**config.mk**
```make
export PLATFORM = sky130hd
export DESIGN_NAME = ballot_collector_flat
export DESIGN_NICKNAME = d
export VERILOG_FILES = /design/src/rtl/ballot_pkg.sv /design/src/rtl/ballot_collector_if.sv /design/src/rtl/ballot_collector_sat_counter.sv /design/src/rtl/ballot_collector.sv /design/src/flat_wrapper.sv
export SDC_FILE = /design/constraint.sdc
export NUM_CORES = 1
export LEC_CHECK = 0
export BUFFER_PORTS_ARGS = -buffer_cell sky130_fd_sc_hd__buf_4
export CAP_MARGIN = 15
export CELL_PAD_IN_SITES_DETAIL_PLACEMENT = 0
export CELL_PAD_IN_SITES_GLOBAL_PLACEMENT = 1
export CORE_MARGIN = 8
export CORE_UTILIZATION = 35
export CTS_CLUSTER_DIAMETER = 150
export CTS_CLUSTER_SIZE = 10
export DETAILED_ROUTE_END_ITERATION = 10
export PLACE_DENSITY_LB_ADDON = 0.25
export SYNTH_ARGS = -nofsm -noshare
export SYNTH_HDL_FRONTEND = slang
export SYNTH_HIERARCHICAL = 1
export SYNTH_SLANG_ARGS = --single-unit
```
**constraint.sdc**
```tcl
create_clock -name clk -period 2.1 [get_ports clk]
set_clock_uncertainty 0.05 [all_clocks]
set_input_delay 0.63 -clock clk [delete_from_list [all_inputs] [get_ports clk]]
set_output_delay 0.63 -clock clk [all_outputs]
set_load 0.02 [all_outputs]
```
**src/rtl/ballot_pkg.sv**
```systemverilog
// ballot_pkg: shared definitions for the ballot collector.
//   ballot_state_t : FSM state encoding (IDLE, ASK0, ASK1, ASK2, DONE)
//   NUM_VOTERS     : number of polled voter stations
//   maj3           : 2-of-3 majority of a three-bit vote vector
package ballot_pkg;

  localparam int NUM_VOTERS = 3;

  typedef enum logic [2:0] {
    IDLE = 3'd0,
    ASK0 = 3'd1,
    ASK1 = 3'd2,
    ASK2 = 3'd3,
    DONE = 3'd4
  } ballot_state_t;

  function automatic logic maj3(input logic [NUM_VOTERS-1:0] v);
    return (v[0] & v[1]) | (v[0] & v[2]) | (v[1] & v[2]);
  endfunction

endpackage

```
**src/rtl/ballot_collector_if.sv**
```systemverilog
// ballot_collector_if: per-voter request/acknowledge ballot bus.
//   vote_req : one-hot poll, driven by the collector (master)
//   vote_ack : voter i acknowledges its own request bit
//   vote_val : voter i's vote, valid together with vote_ack[i]
interface ballot_collector_if;
  import ballot_pkg::*;

  logic [NUM_VOTERS-1:0] vote_req;
  logic [NUM_VOTERS-1:0] vote_ack;
  logic [NUM_VOTERS-1:0] vote_val;

  modport master (
    output vote_req,
    input  vote_ack,
    input  vote_val
  );

  modport slave (
    input  vote_req,
    output vote_ack,
    output vote_val
  );

endinterface

```
**src/rtl/ballot_collector_sat_counter.sv**
```systemverilog
// sat_counter: up-counter that sticks at all-ones instead of wrapping.
//   clk, rst_n : clock, asynchronous active-low reset (clears to 0)
//   inc        : add one this cycle unless already saturated
//   cnt        : current count
module sat_counter #(
  parameter int WIDTH = 8
) (
  input  logic             clk,
  input  logic             rst_n,
  input  logic             inc,
  output logic [WIDTH-1:0] cnt
);

  always_ff @(posedge clk or negedge rst_n) begin
    if (!rst_n) begin
      cnt <= '0;
    end else if (inc && (cnt != '1)) begin
      cnt <= cnt + WIDTH'(1);
    end
  end

endmodule

```
**src/rtl/ballot_collector.sv**
```systemverilog
// ballot_collector: polls three voter stations in turn, latches each vote
// and registers the 2-of-3 majority with a one-cycle done pulse. Keeps
// saturating tallies of completed rounds and of rounds that passed.
//
// Build option: define BALLOT_TIMEOUT_EN to give each voter TIMEOUT cycles
// to acknowledge before it is marked abstaining (vote forced to 0). Without
// it the collector waits indefinitely and abstain is always 0.
//
// Ports:
//   clk, rst_n : clock, asynchronous active-low reset
//   start      : begin a round (only looked at in IDLE)
//   bus        : ballot bus, master side (vote_req / vote_ack / vote_val)
//   busy       : high outside IDLE
//   done       : one-cycle pulse when a round completes
//   result     : majority of the last completed round
//   abstain    : voters that timed out in the last completed round
//   round_cnt  : completed rounds (saturating)
//   yes_cnt    : completed rounds with result = 1 (saturating)
//
// state | meaning
// ------+----------------------------------------------
// IDLE  | waiting for start
// ASK0  | polling voter 0 (vote_req = 001)
// ASK1  | polling voter 1 (vote_req = 010)
// ASK2  | polling voter 2 (vote_req = 100)
// DONE  | done pulse; result/abstain/tallies just updated
module ballot_collector
  import ballot_pkg::*;
#(
  parameter int CNT_W   = 8,
  parameter int TIMEOUT = 15
) (
  input  logic                  clk,
  input  logic                  rst_n,
  input  logic                  start,
  ballot_collector_if.master    bus,
  output logic                  busy,
  output logic                  done,
  output logic                  result,
  output logic [NUM_VOTERS-1:0] abstain,
  output logic [CNT_W-1:0]      round_cnt,
  output logic [CNT_W-1:0]      yes_cnt
);

  ballot_state_t         state_q, state_d;
  logic [NUM_VOTERS-1:0] votes_q, votes_d;
  logic [NUM_VOTERS-1:0] req;
  logic [1:0]            idx;
  logic                  asking;
  logic                  timed_out;
  logic                  hit_ack, hit_to, step, finish;
  logic                  result_q;

  // Which voter the current state is polling.
  always_comb begin
    idx    = 2'd0;
    asking = 1'b0;
    case (state_q)
      ASK0: begin idx = 2'd0; asking = 1'b1; end
      ASK1: begin idx = 2'd1; asking = 1'b1; end
      ASK2: begin idx = 2'd2; asking = 1'b1; end
      default: ;
    endcase
  end

  // Only the polled voter's ack bit is looked at; an ack in the same cycle
  // the timeout would fire takes precedence.
  assign hit_ack = asking & bus.vote_ack[idx];
  assign hit_to  = asking & ~bus.vote_ack[idx] & timed_out;
  assign step    = hit_ack | hit_to;
  assign finish  = step & (state_q == ASK2);

  always_comb begin
    votes_d = votes_q;
    if (step) begin
      votes_d[idx] = hit_ack & bus.vote_val[idx];
    end
  end

  always_comb begin
    state_d = state_q;
    req     = '0;
    if (asking) begin
      req[idx] = 1'b1;
    end
    case (state_q)
      IDLE:    if (start) state_d = ASK0;
      ASK0:    if (step)  state_d = ASK1;
      ASK1:    if (step)  state_d = ASK2;
      ASK2:    if (step)  state_d = DONE;
      DONE:    state_d = IDLE;
      default: state_d = IDLE;
    endcase
  end

  always_ff @(posedge clk or negedge rst_n) begin
    if (!rst_n) begin
      state_q  <= IDLE;
      votes_q  <= '0;
      result_q <= 1'b0;
    end else begin
      state_q <= state_d;
      votes_q <= votes_d;
      if (finish) begin
        result_q <= maj3(votes_d);
      end
    end
  end

`ifdef BALLOT_TIMEOUT_EN
  logic [7:0]            wait_q;
  logic [NUM_VOTERS-1:0] abs_q, abs_d;
  logic [NUM_VOTERS-1:0] abstain_q;

  // Counts cycles spent in the current ASK state; any state change clears
  // it, so each voter gets a fresh window of exactly TIMEOUT cycles.
  assign timed_out = (wait_q == 8'(TIMEOUT - 1));

  always_comb begin
    abs_d = abs_q;
    if (step) begin
      abs_d[idx] = hit_to;
    end
  end

  always_ff @(posedge clk or negedge rst_n) begin
    if (!rst_n) begin
      wait_q    <= '0;
      abs_q     <= '0;
      abstain_q <= '0;
    end else begin
      abs_q <= abs_d;
      if (step || !asking) begin
        wait_q <= '0;
      end else begin
        wait_q <= wait_q + 8'd1;
      end
      if (finish) begin
        abstain_q <= abs_d;
      end
    end
  end

  assign abstain = abstain_q;
`else
  // TIMEOUT has no effect in this build.
  localparam int unused_timeout = TIMEOUT;

  assign timed_out = 1'b0;
  assign abstain   = '0;
`endif

  sat_counter #(.WIDTH(CNT_W)) u_round_cnt (
    .clk   (clk),
    .rst_n (rst_n),
    .inc   (finish),
    .cnt   (round_cnt)
  );

  sat_counter #(.WIDTH(CNT_W)) u_yes_cnt (
    .clk   (clk),
    .rst_n (rst_n),
    .inc   (finish & maj3(votes_d)),
    .cnt   (yes_cnt)
  );

  assign bus.vote_req = req;
  assign busy         = (state_q != IDLE);
  assign done         = (state_q == DONE);
  assign result       = result_q;

endmodule
```
**src/flat_wrapper.sv**
```systemverilog
// flat-port wrapper written by rule: the top's interface ports become plain ports
module ballot_collector_flat import ballot_pkg::*;
#(
  parameter int CNT_W   = 8,
  parameter int TIMEOUT = 15
)
  (clk, rst_n, start, busy, done, result, abstain, round_cnt, yes_cnt, bus_vote_req, bus_vote_ack, bus_vote_val);
  ballot_collector_if bus_i ();
  input  logic clk;
  input  logic rst_n;
  input  logic start;
  output logic busy;
  output logic done;
  output logic result;
  output logic [NUM_VOTERS-1:0] abstain;
  output logic [CNT_W-1:0] round_cnt;
  output logic [CNT_W-1:0] yes_cnt;
  output wire logic [$bits(bus_i.vote_req)-1:0] bus_vote_req;
  input wire logic [$bits(bus_i.vote_ack)-1:0] bus_vote_ack;
  input wire logic [$bits(bus_i.vote_val)-1:0] bus_vote_val;
  assign bus_vote_req = bus_i.vote_req;
  assign bus_i.vote_ack = bus_vote_ack;
  assign bus_i.vote_val = bus_vote_val;
  ballot_collector #(.CNT_W(CNT_W), .TIMEOUT(TIMEOUT)) u_core (.clk(clk), .rst_n(rst_n), .start(start), .bus(bus_i), .busy(busy), .done(done), .result(result), .abstain(abstain), .round_cnt(round_cnt), .yes_cnt(yes_cnt));
endmodule
```
==> results of run 1 <==
per-stage QoR:
stage                     instances  power, mW  setup slack [ns]  hold WS, ns  TNS (ns)
final                           201      1.919           0.04031       0.1416         0
after global routing            201      2.055          -0.03950       0.1347  -0.06839
after CTS                       199      1.889          0.005876       0.1386         0
after global placement          194      1.520           -0.1638       0.4364   -0.6977
after floorplan                 114      1.180          -0.05428       0.2844  -0.05428
after detailed placement        194      1.534           -0.1874       0.4269   -0.9012
final cells by class:
cell class,instances,share of cell area [%]
Sequential cell,22,32.42
Tap cell,46,3.390
Inverter,5,1.105
Clock buffer,3,1.326
Multi-Input combinational cell,82,39.57
Clock inverter,1,1.769
Timing Repair Buffer,42,20.41
kinds of logic after synthesis:
logic type	share of synthesized area (%)
DFF	44.99
buffers and inverters	4.089
other	0.3065
muxes	7.669
and+or+nand+nor	19.94
xor gates and xnor gates	2.864
AOI/OAI and AO/OA	18.10
adders and majority gates	2.045
how the worst max path moves through the flow:
stage / start / endpoint / slack (ns)
6_report: u_core/state_q[0] / busy / 0.04
2_1_floorplan: bus_vote_ack[0] / u_core/u_yes_cnt/cnt[5] / -0.05
5_1_grt: u_core/state_q[2] / bus_vote_req[2] / -0.04
4_1_cts: u_core/state_q[0] / busy / 0.006
3_5_place_dp: bus_vote_ack[0] / u_core/u_yes_cnt/cnt[5] / -0.19
3_3_place_gp: bus_vote_ack[0] / u_core/u_yes_cnt/cnt[5] / -0.16
power groups by stage:
stage | sequential (mW) | combinational, mW | clock (mW)
after floorplan | 0.734 | 0.446 | 0
after global placement | 0.660 | 0.860 | 0
after detailed placement | 0.665 | 0.869 | 0
after CTS | 0.657 | 0.903 | 0.329
after global routing | 0.678 | 1.03 | 0.344
final | 0.657 | 0.950 | 0.312
flip-flops by register name, summed over array words and instances (netlist names):
signal	count
u_core/u_round_cnt/cnt	8
u_core/state_q	3
u_core/result	1
u_core/u_yes_cnt/cnt	8
u_core/votes_q	2
Yosys cell counts (all sizes together) (2+ instances only):
library cell	n	area [um^2]
dfrtp	22	550.5
buf	4	27.52
inv	5	18.77
a311oi	2	30.03
nor3	2	10.01
nand4	2	12.51
a41oi	4	35.03
o21ai	4	31.28
and4	2	22.52
xor2	2	17.52
and3	2	22.52
nand3	7	45.04
a21oi	6	30.03
mux2i	3	30.03
a31oi	4	25.02
o211ai	2	15.01
a21boi	2	15.01
xnor2	2	17.52
nand2	5	18.77
nor3b	2	15.01
ha	2	25.02
o21a	2	15.01
mux2	5	63.81
nor2	7	26.28
per-layer routing:
layer	up-vias	share of wire (%)	GRT usage, %
li1	498	-	-
met1	463	43	12.29
met2	26	47	14.97
met3	2	8.3	2.929
met4	0	0.71	3.412
met5	-	0	0
repair_timing:
| item | in CTS | in global routing |
|---|---|---|
| cloned | 0 | 0 |
| endpoints found under the setup margin | 1 | 7 |
| buffers inserted | 1 | 2 |
| resized for setup | 2 | 7 |
| pin swaps | 0 | 3 |
==> summary.log, run 1 <==
[run_status] outcome finished, final reports clean
[synth] Post-synth top flop sky130_fd_sc_hd__dfrtp_1
[clock_tree] buffer depth of the longest clock path 2
[pwr] Lkg Pwr 0.7865 nW
[placed_design] half-perimeter wire length of the detailed placement result 2057 um
[worst_setup_path] reg-to-reg slack, setup 0.06 ns
[synth] count of unique library cells instantiated by Yosys 41
[placed_design] instance area after placement 1583 um^2
[finish] fill cell instance count of the final layout 321
[sta] fmax 485.5 MHz
[synth] number of enable-type register cells in the synthesized netlist 0
[drt] via/cell ratio 4.920
[sta] unrepaired setup endpoints after global routing true
[pwr] proportion of power drawn by combinational gates 49.5%
[synth] Post-Syn Instances 112
[worst_setup_path] type of element launching the critical path flip-flop
[worst_setup_path] maximum fanout along the worst path 9
[drt] DR pass1 iterations 4
[drt] Avg WL per Cell 13.41 um
[finish] share of post-route cells with drive strength above 1 43.23%
[finish] most frequent cells in the layout sky130_fd_sc_hd__buf_4 (36), sky130_fd_sc_hd__dfrtp_1 (22), sky130_fd_sc_hd__nor2_1 (6), sky130_fd_sc_hd__a21oi_1 (6)
[min_path] worst hold path class in -> async
[synth] FF+latch count, synth 22
[worst_setup_path] cell chain of the critical path buf_12 > or3_4 > buf_6
[pwr] Peak supply drop 0.4694 mV
[worst_setup_path] worst reg2reg path endpoint u_core/u_yes_cnt/cnt[5]
[grt] initial antenna violation count 0
[sta] fin crit share 98.08%
[floorplanning] die boundary width 75.13 um
[sta] count of final max-slew check failures 0
[worst_setup_path] worst endpoint required time 1.42 ns
[worst_setup_path] logic depth of the worst register-to-register path 7
[worst_setup_path] arrival time of data at the critical path endpoint 1.38 ns
[synth] average size of a mapped cell 10.93 um^2
[floorplanning] top-level I/O count 34
[pwr] portion of total power attributed to the clock network 16.2%
[floorplanning] placeable core region 3337 um^2
[flow_run] max-cap violations 0
[worst_setup_path] Crit path buffers/inverters 2
[grt] first-pass GRT wire length 4278 um
[finish] Antenna Cells 0
[grt] maximum number of pins on one net before global-route repair 23
[clock_tree] Sink Count 22
[finish] total non-filler cell area in the finished layout 1698 um^2
[clock_tree] cell at the root of the clock tree sky130_fd_sc_hd__clkbuf_4
[worst_setup_path] number of logic stages on the critical path including buffering 3
[pwr] switching power total 0.6919 mW
[clock_tree] number of hold-repair buffers added at the cts stage 0
[worst_setup_path] CP endpoint kind output pin
[finish] multi-input combinational cell area 671.9 um^2
[synth] Mapped Area 1224 um^2
[grt] total global routing overflow 0
[worst_setup_path] Crit path max-delay family flip-flops
[sta] crit path time final 2.060 ns
[pwr] Sw Ratio 36.05%
[finish] flip-flop and latch area 550.5 um^2
[clock_tree] clock tree from TritonCTS yes
[clock_tree] latest clock arrival within the worst-skew pair 0.29 ns
[drt] number of nets with antenna violations after detailed routing 0
[floorplanning] initial core utilization 36.67%
[pwr] share of power burned in registers 34.2%
[finish] layout net count 167
[drt] iteration-0 DRC count of the detailed router 53
[drt] total DRC errors in the routed layout 0
[worst_setup_path] kind of critical path reg -> out
[synth] total number of yosys warnings 6
[finish] area growth from synthesis to layout 38.75%
[pwr] Internal 1.227 mW
[worst_setup_path] Critical Path Slowest Stage Cell sky130_fd_sc_hd__dfrtp_1
[sta] Hold Fails Final Rpt 0
[clock_tree] CTS HTree Levels 1
[drt] post-detailed-routing wire length 2695 um
[finish] most frequent standard cell in the layout excluding fill and tap cells sky130_fd_sc_hd__buf_4
[synth] register area share after synthesis 44.99%
[clock_tree] clock transition at the registers of the reported paths 0.12 ns
[grt] Total Routing Usage GR 9.646%
[finish] Final Core Density 50.88%
[drt] routed via count 989
[clock_tree] clock buffers created by TritonCTS 3
[floorplanning] total die area 5645 um^2
[floorplanning] Die Span Y 75.13 um
[grt] number of global-route vias before repair 943
[worst_setup_path] Worst R2R Start u_core/state_q[2]
[worst_setup_path] delay of the slowest cell on the worst path 0.43 ns
[sta] final setup fails 0
[pwr] P per Cell Area 1130 nW/um^2
[floorplanning] row count 21
[placed_design] # port buffers 30
[placed_design] routability cong. 0.7412
[synth] Post-synth ARST share 100.0%
(Power assumes the default switching activity.)
==> inputs of run 2 (changes only) <==
--- a/config.mk
+++ b/config.mk
@@ -14,6 +14,7 @@
 export CTS_CLUSTER_DIAMETER = 150
 export CTS_CLUSTER_SIZE = 10
 export DETAILED_ROUTE_END_ITERATION = 10
+export GPL_TIMING_DRIVEN = 0
 export PLACE_DENSITY_LB_ADDON = 0.25
 export SYNTH_ARGS = -nofsm -noshare
 export SYNTH_HDL_FRONTEND = slang
==> run 2 against run 1 <==
Die area stayed put. Maximum frequency shrank 1.5%. Sequential cell count unchanged. Clock-buffer cell count grew 1. Critical path type is now reg -> reg. Highest routed layer unchanged.
==> summary.log, run 2 (synthesis gave the netlist of run 1 again) <==
[run_status] outcome finished, final reports clean [unchanged]
[floorplanning] initial core utilization 36.67% [unchanged]
[sta] worst path setup slack after routing 0.008076 ns [was 0.04031 ns]
[worst_setup_path] maximum fanout along the worst path 5 [was 9]
[pwr] proportion of power drawn by combinational gates 52.2% [was 49.5%]
[clock_tree] latest clock arrival within the worst-skew pair 0.30 ns [was 0.29 ns]
[worst_setup_path] Critical Path Slowest Stage Cell sky130_fd_sc_hd__dfrtp_2 [was sky130_fd_sc_hd__dfrtp_1]
[finish] most frequent cells in the layout sky130_fd_sc_hd__buf_4 (43), sky130_fd_sc_hd__dfrtp_1 (21), sky130_fd_sc_hd__nor2_1 (6), sky130_fd_sc_hd__a21oi_1 (6) [was sky130_fd_sc_hd__buf_4 (36), sky130_fd_sc_hd__dfrtp_1 (22), sky130_fd_sc_hd__nor2_1 (6), sky130_fd_sc_hd__a21oi_1 (6)]
[grt] first-pass GRT wire length 4402 um [was 4278 um]
[drt] total DRC errors in the routed layout 0 [unchanged]
[worst_setup_path] cell with the most instances on the worst path sky130_fd_sc_hd__mux2_4
[placed_design] routability cong. 0.8040 [was 0.7412]
[floorplanning] die boundary width 75.13 um [unchanged]
[drt] via/cell ratio 5.015 [was 4.920]
[floorplanning] total die area 5645 um^2 [unchanged]
[worst_setup_path] kind of critical path reg -> reg [was reg -> out]
[worst_setup_path] type of element launching the critical path flip-flop [unchanged]
[placed_design] Placement Setup Slack -0.2250 ns [was -0.1874 ns]
[drt] number of nets with antenna violations after detailed routing 0 [unchanged]
[finish] area growth from synthesis to layout 37.32% [was 38.75%]
[grt] maximum number of pins on one net before global-route repair 23 [unchanged]
[grt] total global routing overflow 0 [unchanged]
[worst_setup_path] worst setup path start u_core/state_q[2] [was u_core/state_q[0]]
[floorplanning] Die Span Y 75.13 um [unchanged]
[floorplanning] row count 21 [unchanged]
[sta] fmax 478.0 MHz [was 485.5 MHz]
[drt] routed via count 1028 [was 989]
[grt] initial antenna violation count 0 [unchanged]
[worst_setup_path] worst endpoint required time 2.25 ns [was 1.42 ns]
[sta] unrepaired setup endpoints after global routing true [unchanged]
[drt] iteration-0 DRC count of the detailed router 21 [was 53]
[min_path] worst hold path class in -> async [unchanged]
[clock_tree] clock buffers created by TritonCTS 3 [unchanged]
[drt] DR pass1 iterations 4 [unchanged]
[finish] multi-input combinational cell area 655.6 um^2 [was 671.9 um^2]
[finish] fill cell instance count of the final layout 322 [was 321]
[clock_tree] cell at the root of the clock tree sky130_fd_sc_hd__clkbuf_4 [unchanged]
[pwr] Internal 1.161 mW [was 1.227 mW]
[floorplanning] placeable core region 3337 um^2 [unchanged]
[drt] Avg WL per Cell 13.49 um [was 13.41 um]
[clock_tree] clock transition at the registers of the reported paths 0.12 ns [about the same]
[pwr] Sw Ratio 37.58% [was 36.05%]
[pwr] Peak supply drop 0.5693 mV [was 0.4694 mV]
[sta] crit path time final 2.092 ns [was 2.060 ns]
[sta] final setup fails 0 [unchanged]
[worst_setup_path] Worst R2R Start u_core/state_q[2] [unchanged]
[pwr] switching power total 0.6987 mW [was 0.6919 mW]
[grt] number of global-route vias before repair 960 [was 943]
[sta] Hold Fails Final Rpt 0 [unchanged]
[finish] largest registers in the final layout u_core/u_round_cnt/cnt x8, u_core/u_yes_cnt/cnt x8, u_core/state_q x3 [unchanged]
[clock_tree] buffer depth of the longest clock path 2 [unchanged]
[worst_setup_path] CP endpoint kind flip-flop [was output pin]
[finish] Final Core Density 50.36% [was 50.88%]
[drt] post-detailed-routing wire length 2766 um [was 2695 um]
[finish] Antenna Cells 0 [unchanged]
[placed_design] half-perimeter wire length of the detailed placement result 2083 um [was 2057 um]
[grt] Total Routing Usage GR 9.830% [was 9.646%]
[finish] layout net count 171 [was 167]
[finish] most frequent standard cell in the layout excluding fill and tap cells sky130_fd_sc_hd__buf_4 [unchanged]
[clock_tree] number of hold-repair buffers added at the cts stage 0 [unchanged]
[sta] fin crit share 99.62% [was 98.08%]
[pwr] P per Cell Area 1106 nW/um^2 [was 1130 nW/um^2]
[sta] count of final max-slew check failures 0 [unchanged]
[worst_setup_path] cell chain of the critical path nor4bb_4 > mux2_4 > o21ba_4 > nor2_4 > and4_4 > nand3_2 > mux2_4 [was buf_12 > or3_4 > buf_6]
[pwr] portion of total power attributed to the clock network 12.4% [was 16.2%]
[finish] share of post-route cells with drive strength above 1 44.03% [was 43.23%]
[pwr] Lkg Pwr 0.7915 nW [was 0.7865 nW]
[placed_design] # port buffers 30 [unchanged]
[flow_run] max-cap violations 0 [unchanged]
[clock_tree] Sink Count 22 [unchanged]
[pwr] share of power burned in registers 35.4% [was 34.2%]
[floorplanning] top-level I/O count 34 [unchanged]
[worst_setup_path] arrival time of data at the critical path endpoint 2.24 ns [was 1.38 ns]
[clock_tree] clock tree from TritonCTS yes [unchanged]
[worst_setup_path] delay of the slowest cell on the worst path 0.47 ns [was 0.43 ns]
[finish] flip-flop and latch area 551.8 um^2 [was 550.5 um^2]
[clock_tree] CTS HTree Levels 1 [unchanged]
## run 2: path summary, 6_finish.rpt
path,slack [ns],end,depth (start not counted)
worst max-delay path,0.008,u_core/u_yes_cnt/cnt[5],7
worst min-delay path,0.14,u_core/u_yes_cnt/cnt[7],1
worst max register to register,0.008,u_core/u_yes_cnt/cnt[5],7
worst min register to register,0.45,u_core/result,2
max in group asynchronous,1.62,u_core/state_q[2],1
min in group clk,0.45,u_core/result,2
## run 2: critical path: cells and delay by family, from the launching register on
| family | cells | cell delay (ns) |
|---|---|---|
| muxes | 2 | 0.63 |
| DFF | 1 | 0.47 |
| AOI/OAI and AO/OA | 1 | 0.24 |
| and+or+nand+nor | 4 | 0.60 |
## run 2: what timing repair did
action	in CTS	in global routing
setup buffers	4	7
pin swaps	2	0
resized for setup	8	1
setup endpoints to repair	4	5
## run 2: power by group through the flow
stage               combinational, mW  sequential (mW)  clock, mW
global route                     1.05            0.685      0.256
floorplan                       0.446            0.734          0
detailed placement              0.796            0.670          0
global placement                0.786            0.664          0
CTS                             0.899            0.657      0.245
finish                          0.970            0.659      0.231
## run 2: final cells by class
class | count | area share [%]
buffer | 5 | 2.904
sequential | 22 | 32.84
inverter | 5 | 1.117
tap | 46 | 3.425
timing repair buffer | 41 | 18.54
clock buffer | 4 | 2.159
multi-input combinational | 82 | 39.02
## run 2: per-layer routing
layer	wire length (um)	track usage [%]	up-vias	part of all wire, %
li1	-	-	505	-
met1	1225	11.80	497	44
met2	1305	16.03	24	47
met3	216	3.329	2	7.8
met4	19	3.198	0	0.69
met5	0	0	-	0
## run 2: per-stage QoR
| step | std cells | setup TNS, ns | area, um^2 | hold WS [ns] | power [mW] |
|---|---|---|---|---|---|
| 6_report | 205 | 0 | 1680 | 0.1379 | 1.859 |
| 5_1_grt | 205 | -0.1828 | 1680 | 0.1417 | 1.993 |
| 4_1_cts | 198 | -0.006619 | 1627 | 0.1393 | 1.801 |
| 3_5_place_dp | 190 | -0.5248 | 1534 | 0.4326 | 1.467 |
| 3_3_place_gp | 190 | -0.4190 | 1534 | 0.4413 | 1.450 |
| 2_1_floorplan | 114 | -0.05428 | 1251 | 0.2844 | 1.180 |
==> inputs of run 3 (changes only) <==
==> constraint.sdc (replaced) <==
create_clock -name clk -period 2.1 [get_ports clk]
set_clock_uncertainty 0.05 [all_clocks]
set_input_delay 0.315 -clock clk [delete_from_list [all_inputs] [get_ports clk]]
set_output_delay 0.315 -clock clk [all_outputs]
set_load 0.02 [all_outputs]
==> run 3 against run 2 <==
Clock power barely moved. Worst setup slack improved by 0.021 ns. Critical path depth did not move. Sequential share of layout area rose by 1.4 points. Core utilization fell by 2.0 points. Total power fell by 9.1%. Sequential power fell by 0.8%. Wire length fell by 3.1%. Design area fell by 4.0%. Via count fell by 3.7%. Highest routed layer unchanged.
==> summary.log, run 3 (synthesis gave the netlist of run 1 again) <==
[clock_tree] clock buffers created by TritonCTS 3 [unchanged]
[clock_tree] latest clock arrival within the worst-skew pair 0.30 ns [about the same]
[grt] total global routing overflow 0 [unchanged]
[pwr] P per Cell Area 1048 nW/um^2 [was 1106 nW/um^2]
[clock_tree] buffer depth of the longest clock path 2 [unchanged]
[drt] DR pass1 iterations 4 [unchanged]
[sta] unrepaired setup endpoints after global routing true [unchanged]
[clock_tree] clock transition at the registers of the reported paths 0.12 ns [about the same]
[run_status] outcome finished, final reports clean [unchanged]
[finish] Antenna Cells 0 [unchanged]
[worst_setup_path] Worst R2R Start u_core/state_q[2] [unchanged]
[grt] number of global-route vias before repair 951 [was 960]
[drt] total DRC errors in the routed layout 0 [unchanged]
[finish] most frequent standard cell in the layout excluding fill and tap cells sky130_fd_sc_hd__buf_4 [unchanged]
[sta] Hold Fails Final Rpt 0 [unchanged]
[placed_design] half-perimeter wire length of the detailed placement result 2034 um [was 2083 um]
[drt] routed via count 990 [was 1028]
[worst_setup_path] CP endpoint kind flip-flop [unchanged]
[clock_tree] Sink Count 22 [unchanged]
[drt] post-detailed-routing wire length 2679 um [was 2766 um]
[worst_setup_path] worst reg2reg path endpoint u_core/u_yes_cnt/cnt[5] [unchanged]
[finish] Final Core Density 48.33% [was 50.36%]
[worst_setup_path] arrival time of data at the critical path endpoint 2.22 ns [was 2.24 ns]
[finish] area growth from synthesis to layout 31.80% [was 37.32%]
[min_path] worst hold path class in -> reg [was in -> async]
[grt] maximum number of pins on one net before global-route repair 23 [unchanged]
[worst_setup_path] delay of the slowest cell on the worst path 0.45 ns [was 0.47 ns]
[worst_setup_path] Crit path max-delay family multiplexers [unchanged]
[grt] first-pass GRT wire length 4367 um [was 4402 um]
[worst_setup_path] worst endpoint required time 2.25 ns [about the same]
[clock_tree] CTS HTree Levels 1 [unchanged]
[sta] fmax 483.0 MHz [was 478.0 MHz]
[drt] iteration-0 DRC count of the detailed router 24 [was 21]
[grt] Total Routing Usage GR 9.792% [was 9.830%]
[drt] via/cell ratio 4.975 [was 5.015]
[worst_setup_path] kind of critical path reg -> reg [unchanged]
[placed_design] # port buffers 30 [unchanged]
[finish] most frequent cells in the layout sky130_fd_sc_hd__buf_4 (37), sky130_fd_sc_hd__dfrtp_1 (21), sky130_fd_sc_hd__nor2_1 (6), sky130_fd_sc_hd__a21oi_1 (6) [was sky130_fd_sc_hd__buf_4 (43), sky130_fd_sc_hd__dfrtp_1 (21), sky130_fd_sc_hd__nor2_1 (6), sky130_fd_sc_hd__a21oi_1 (6)]
[finish] multi-input combinational cell area 650.6 um^2 [was 655.6 um^2]
[floorplanning] initial core utilization 36.67% [unchanged]
[finish] layout net count 165 [was 171]
[worst_setup_path] maximum fanout along the worst path 4 [was 5]
[floorplanning] row count 21 [unchanged]
[worst_setup_path] Critical Path Slowest Stage Cell sky130_fd_sc_hd__dfrtp_2 [unchanged]
[floorplanning] total die area 5645 um^2 [unchanged]
[floorplanning] top-level I/O count 34 [unchanged]
[drt] Avg WL per Cell 13.46 um [was 13.49 um]
[clock_tree] cell at the root of the clock tree sky130_fd_sc_hd__clkbuf_4 [unchanged]
[floorplanning] Die Span Y 75.13 um [unchanged]
[grt] initial antenna violation count 0 [unchanged]
[worst_setup_path] reg-to-reg slack, setup 0.03 ns [was 0.008 ns]
[finish] fill cell instance count of the final layout 323 [was 322]
[sta] count of final max-slew check failures 0 [unchanged]
[worst_setup_path] type of element launching the critical path flip-flop [unchanged]
[pwr] Lkg Pwr 0.7550 nW [was 0.7915 nW]
[placed_design] routability cong. 0.7607 [was 0.8040]
[finish] flip-flop and latch area 551.8 um^2 [unchanged]
[pwr] power consumption 1.691 mW [was 1.859 mW]
[sta] final setup fails 0 [unchanged]
[drt] number of nets with antenna violations after detailed routing 0 [unchanged]
[min_path] Hold Path Cell Cnt 2
[sta] fin crit share 98.60% [was 99.62%]
[floorplanning] die boundary width 75.13 um [unchanged]
[sta] crit path time final 2.071 ns [was 2.092 ns]
[flow_run] max-cap violations 0 [unchanged]
[min_path] source of the worst hold timing path bus_vote_val[0]
[finish] largest registers in the final layout u_core/u_round_cnt/cnt x8, u_core/u_yes_cnt/cnt x8, u_core/state_q x3 [unchanged]
[worst_setup_path] logic depth of the worst register-to-register path 7 [unchanged]
[min_path] Hold Crit Endpoint u_core/votes_q[0]
[finish] share of post-route cells with drive strength above 1 40.52% [was 44.03%]
[worst_setup_path] cell with the most instances on the worst path sky130_fd_sc_hd__mux2_4 [unchanged]
[pwr] Peak supply drop 0.4379 mV [was 0.5693 mV]
[floorplanning] placeable core region 3337 um^2 [unchanged]
[worst_setup_path] Crit path buffers/inverters 0 [unchanged]
[worst_setup_path] cell chain of the critical path nor4bb_4 > mux2_4 > o21ba_4 > nor2_4 > and4_4 > nand3_2 > mux2_4 [unchanged]
[clock_tree] clock tree from TritonCTS yes [unchanged]
[run 3: worst max path at each step]
stage / start / endpoint / slack (ns) / cells after the start
2_1_floorplan: u_core/state_q[2] / u_core/u_yes_cnt/cnt[5] / 0.03 / 7
3_3_place_gp: u_core/state_q[2] / u_core/u_yes_cnt/cnt[5] / -0.15 / 7
3_5_place_dp: u_core/state_q[2] / u_core/u_yes_cnt/cnt[5] / -0.18 / 7
4_1_cts: u_core/state_q[2] / u_core/u_yes_cnt/cnt[5] / -0.001 / 7
5_1_grt: u_core/state_q[2] / u_core/u_yes_cnt/cnt[5] / -0.05 / 7
6_report: u_core/state_q[2] / u_core/u_yes_cnt/cnt[5] / 0.03 / 7
[run 3: where the power goes]
part	switching, mW	internal [mW]
Clock	0.123	0.106
Combinational	0.423	0.385
Sequential	0.119	0.535
[run 3: cell type report]
type,count,area share (%)
Clock buffer,4,2.250
Buffer,5,2.017
Sequential cell,22,34.21
Timing Repair Buffer,35,16.45
Tap cell,46,3.569
Multi-Input combinational cell,82,40.34
Inverter,5,1.164
[run 3: stage by stage]
step	hold slack (ns)	worst slack [ns]	setup TNS, ns	area, um^2	std cells
CTS	0.1912	-0.001125	-0.001125	1612	199
finish	0.2042	0.02944	0	1613	199
global route	0.1911	-0.05361	-0.06815	1613	199
global placement	0.1731	-0.1511	-0.2323	1516	190
detailed placement	0.1743	-0.1814	-0.3500	1516	190
floorplan	-0.03059	0.02791	0	1234	114
[run 3: metal layers]
metal / wire (um) / vias up / part of all wire [%] / track usage, %
met1: 1203 / 462 / 45 / 11.99
met2: 1261 / 26 / 47 / 16.12
met5: 0 / - / 0 / 0
met4: 15 / 0 / 0.56 / 3.838
met3: 198 / 2 / 7.4 / 2.264
li1: - / 500 / - / -
[run 3: repair_timing]
action,4_1_cts,5_1_grt
setup buffers,4,0
hold buffers,1,0
gates resized for setup,4,2
hold endpoints to repair,22,0
setup endpoints to repair,5,6
pin swaps,3,1
